===== src/rtl/bit_serializer.sv =====
// rtl/bit_serializer.sv - parallel-to-serial front end with one-word holding register
module bit_serializer #(
    parameter int WIDTH     = 8,
    parameter bit MSB_FIRST = 1'b1,
    parameter bit IDLE_BIT  = 1'b0
) (
    input  logic             clk,
    input  logic             reset,
    input  logic [WIDTH-1:0] in_data,
    input  logic             in_valid,
    output logic             in_ready,
    output logic             ser_out,
    output logic             ser_active,
    output logic             word_done
);
    localparam int CNT_W = $clog2(WIDTH);
    localparam logic [CNT_W-1:0] LAST = CNT_W'(WIDTH - 1);
    localparam logic [WIDTH-1:0] IDLE_WORD = {WIDTH{IDLE_BIT}};

    typedef enum logic {IDLE, SHIFT} state_t;

    state_t            state_q, state_d;
    logic [WIDTH-1:0]  sh_q, sh_d;
    logic [CNT_W-1:0]  cnt_q, cnt_d;
    logic [WIDTH-1:0]  hold_data_q, hold_data_d;
    logic              hold_valid_q, hold_valid_d;

    logic last_bit;
    logic load;
    logic accept;

    assign last_bit = (state_q == SHIFT) && (cnt_q == LAST);
    assign load     = hold_valid_q && ((state_q == IDLE) || last_bit);
    // Ready comes only from registered state so ser_out never sees a combinational path from in_valid.
    assign in_ready = !reset && (!hold_valid_q || load);
    assign accept   = in_valid && in_ready;

    always_comb begin
        state_d      = state_q;
        sh_d         = sh_q;
        cnt_d        = cnt_q;
        hold_data_d  = hold_data_q;
        hold_valid_d = hold_valid_q;

        if (accept) begin
            hold_data_d  = in_data;
            hold_valid_d = 1'b1;
        end else if (load) begin
            hold_valid_d = 1'b0;
        end

        if (load) begin
            sh_d    = hold_data_q;
            cnt_d   = '0;
            state_d = SHIFT;
        end else if (state_q == SHIFT) begin
            if (last_bit) begin
                state_d = IDLE;
                sh_d    = IDLE_WORD;
                cnt_d   = '0;
            end else begin
                sh_d  = MSB_FIRST ? {sh_q[WIDTH-2:0], IDLE_BIT} : {IDLE_BIT, sh_q[WIDTH-1:1]};
                cnt_d = cnt_q + 1'b1;
            end
        end
    end

    always_ff @(posedge clk) begin
        if (reset) begin
            state_q      <= IDLE;
            sh_q         <= IDLE_WORD;
            cnt_q        <= '0;
            hold_data_q  <= '0;
            hold_valid_q <= 1'b0;
        end else begin
            state_q      <= state_d;
            sh_q         <= sh_d;
            cnt_q        <= cnt_d;
            hold_data_q  <= hold_data_d;
            hold_valid_q <= hold_valid_d;
        end
    end

    assign ser_out    = MSB_FIRST ? sh_q[WIDTH-1] : sh_q[0];
    assign ser_active = (state_q == SHIFT);
    assign word_done  = last_bit;
endmodule


===== config.mk =====
export PLATFORM = sky130hd
export DESIGN_NAME = bit_serializer
export DESIGN_NICKNAME = d
export VERILOG_FILES = /design/src/rtl/bit_serializer.sv
export SDC_FILE = /design/constraint.sdc
export NUM_CORES = 1
export LEC_CHECK = 0
export CAP_MARGIN = 20
export CELL_PAD_IN_SITES_DETAIL_PLACEMENT = 1
export CELL_PAD_IN_SITES_GLOBAL_PLACEMENT = 1
export CORE_MARGIN = 3
export CORE_UTILIZATION = 33
export DETAILED_ROUTE_END_ITERATION = 6
export GPL_TIMING_DRIVEN = 0
export PLACE_DENSITY_LB_ADDON = 0.1
export RECOVER_POWER = 25
export SETUP_SLACK_MARGIN = 0.2
export SYNTH_ARGS = -nofsm -noshare
export SYNTH_HDL_FRONTEND = slang
export SYNTH_SLANG_ARGS = --single-unit

===== constraint.sdc =====
create_clock -name clk -period 2.2 [get_ports clk]
set_input_delay 0.22 -clock clk [delete_from_list [all_inputs] [get_ports clk]]
set_output_delay 0.22 -clock clk [all_outputs]
set_load 0.005 [all_outputs]

==> results.sh <==
export IMPL_routed_wl_mm=1.978
export IMPL_layout_min_cycle_time_ns=1.907
export IMPL_gp_congestion=0.7262
export IMPL_required_ns=1.98
export IMPL_start_util=0.3482
export IMPL_tightest_slew_ns=0.4064
export IMPL_antenna_cells=0
export IMPL_crit_path_max_fanout=10
export IMPL_synth_top_family_by_area="simple AND/OR/NAND/NOR gates"
export IMPL_core_area_um2=2781
export IMPL_hold_buffers=0
export IMPL_synth_simple_area_share=0.1783
export IMPL_grt_remaining_overflow=0
export IMPL_yosysUniqueCellTypes=22
export IMPL_drive_gt1_frac=0.1967
export IMPL_synthCells=103
export IMPL_ys_flop_type="dfxtp_1"
export IMPL_slew_headroom=0.7291
export IMPL_critical_path_arrival_ns=1.69
export IMPL_drt_iter0_markers=17
export IMPL_path_clk_slew_ns=0.12
export IMPL_async_flop_share=0
export IMPL_grt_usage=0.1284
export IMPL_start_kind="primary input"
export IMPL_synthMuxAreaShare=0.1460
export IMPL_clkLatencyLatePin_ns=0.31
export IMPL_die_width_um=60.17
export IMPL_outcome="completed"
export IMPL_antenna_left=0
export IMPL_synth_edf_count=0
export IMPL_p_leak_nw=0.4819
export IMPL_report_final_slew_viol_count=0
export IMPL_die_y_um=60.17
export IMPL_cts_tree="built"
export IMPL_hold_viol_final=0
export IMPL_antenna_found_initial=0
export IMPL_yosysSeqAreaShare=0.4341
export IMPL_rows=19
export IMPL_placed_area_um2=1147
export IMPL_regArea_um2=421.7
export IMPL_synth_compound_area_frac=0.1615
export IMPL_syn_area_um2=968.4
export IMPL_first_pass_iters=4
export IMPL_setup_viol=0
export IMPL_hpwlAfterDp_mm=1.453
export IMPL_clock_skew_ns=0.001937
export IMPL_avgViaCountPerCell=5.144
export IMPL_vias=787
export IMPL_avgSynthCellArea_um2=9.402
export IMPL_postLayoutCellArea_um2=1205
export IMPL_synthXorXnorAreaFrac=0
export IMPL_end_kind="output port"
export IMPL_final_nets=136
export IMPL_drc=0
export IMPL_io_pins=15
export IMPL_startpoint="reset"
export IMPL_synth_warnings=0
export IMPL_grt_pass1_wl_mm=3.450
export IMPL_cts_sinks=21
export IMPL_synth_seq_cells=21
export IMPL_synthesis_nets=116
export IMPL_peakVddDrop_v=0.0002959
export IMPL_cts_made_buffers=3
export IMPL_io_buffers=14
export IMPL_fill_cells=329
export IMPL_power_density_nw_per_um2=619.7
export IMPL_period_share=0.8667
export IMPL_area_delta_synth_final_pct=24.42
export IMPL_hp_start="sh_q[1]"
export IMPL_max_freq_mhz=524.5
export IMPL_cts_max_path_buffers=2
export IMPL_grt_max_degree=13
export IMPL_cts_root_buffer_cell="clkbuf_4"
export IMPL_grt_pass1_vias=776
export IMPL_worstHoldPathType="register to register"
export IMPL_maxCapViolCount=0
export IMPL_crit_type="primary input to output port"
export IMPL_h_tree_depth=1
export IMPL_wl_per_cell_um=12.93
export IMPL_synthAdderAreaFrac=0.02584
export IMPL_multiInputGateArea_um2=510.5
export IMPL_rsz0062_at_grt="false"
export IMPL_r2r_start="cnt_q[0]"
export IMPL_die_area_um2=3620
export IMPL_power_uw=746.7
==> final timing paths <==
| kind | endpoint | slack, ns | cells after the start |
|---|---|---|---|
| worst min-delay path | sh_q[2] | 0.49 | 2 |
| worst max-delay path | in_ready | 0.29 | 5 |
| worst max register to register | hold_data_q[0] | 0.46 | 7 |
| worst min register to register | sh_q[2] | 0.49 | 2 |
==> cells by family (layout without fill, tap and decap cells) <==
group / Yosys count / after routing
AOI/OAI and AO/OA: 23 / 23
adders and majority gates: 2 / 2
buffers and inverters: 11 / 30
DFF: 21 / 21
muxes: 10 / 10
and+or+nand+nor: 36 / 36
==> repair_timing <==
item / CTS / global route
setup endpoints to repair: 1 / 0
endpoints found under the hold margin: 0 / 0
gates resized for setup: 10 / 0
buffers inserted: 1 / 0
==> sequential cells by signal, indices dropped and copies added, names as in the netlist <==
register	flops
ser_active	1
cnt_q	3
sh_q	8
hold_data_q	8
hold_valid_q	1
==> cell type report <==
type	instances	area share
Inverter	4	0.01246
Timing Repair Buffer	15	0.1215
Buffer	7	0.03738
Multi-Input combinational cell	71	0.4237
Sequential cell	21	0.3499
Clock buffer	3	0.01869
Clock inverter	1	0.004154
Tap cell	31	0.03219
==> cells in the mapped netlist, types with 2 or more instances <==
| master | n | share of area |
|---|---|---|
| a21oi_1 | 3 | 0.015 |
| nor2_1 | 15 | 0.058 |
| o21ai_0 | 7 | 0.036 |
| clkbuf_1 | 3 | 0.012 |
| and2_1 | 2 | 0.013 |
| a211oi_1 | 3 | 0.023 |
| a22oi_1 | 4 | 0.031 |
| a311oi_1 | 4 | 0.036 |
| dfxtp_1 | 21 | 0.43 |
| ha_1 | 2 | 0.026 |
| mux2_4 | 8 | 0.12 |
| inv_1 | 4 | 0.015 |
| nor2b_1 | 8 | 0.052 |
| nand2_1 | 9 | 0.035 |
| buf_2 | 3 | 0.015 |
==> cell usage in the layout, fill, tap and decap left out <==
master           Yosys  routed
dfxtp_2              0       1
o21ai_0              7       7
a211oi_1             3       3
ha_4                 0       1
clkbuf_1             3       2
buf_2                3       1
inv_1                4       4
o32a_1               1       1
clkbuf_4             0       3
buf_4                0       1
a311oi_1             4       4
a22oi_1              4       4
buf_6                1       2
clkdlybuf4s50_1      0      12
a211o_1              1       1
and2_1               2       2
mux2_2               1       1
nor2_1              15      15
dlygate4sd3_1        0       1
nand2_1              9       9
or2_2                1       1
dlygate4sd2_1        0       1
dfxtp_1             21      20
clkbuf_2             0       2
clkinv_2             0       1
mux2_4               8       8
nor2b_1              8       8
nor2b_4              1       1
a21oi_1              3       3
ha_2                 0       1
mux2i_1              1       1
==> critical path, stage by stage <==
cell and delay [ns]:
dlygate4sd3_1 0.62, clkbuf_2 0.26, clkbuf_2 0.27, a21oi_1 0.06, dlygate4sd2_1 0.26
==> power breakdown <==
group          internal, mW  leakage, nW  switching (mW)
Combinational        0.0746        0.291          0.0545
Sequential            0.409        0.174          0.0184
Clock                0.0679       0.0177           0.122
Total                 0.551        0.482           0.195
==> through the flow <==
step,hold WS (ns),std cells,util,worst slack (ns),TNS (ns)
2_1_floorplan,0.3374,103,-,0.6361,0
3_3_place_gp,0.4701,148,0.4125,-0.1609,-0.1609
3_5_place_dp,0.4768,148,0.4125,-0.1607,-0.1607
4_1_cts,0.4950,153,0.4341,0.3305,0
5_1_grt,0.4949,153,0.4332,0.1470,0
6_report,0.4908,153,0.4332,0.2933,0
==> per-layer routing <==
metal / routed length, um / vias up / track usage
met2: 890 / 15 / 0.2037
met1: 967 / 374 / 0.1622
met4: 38 / 0 / 0.05696
met5: 0 / - / 0
met3: 81 / 5 / 0.03240
li1: - / 393 / -
No activity file was read; power rests on OpenSTA's default activity.
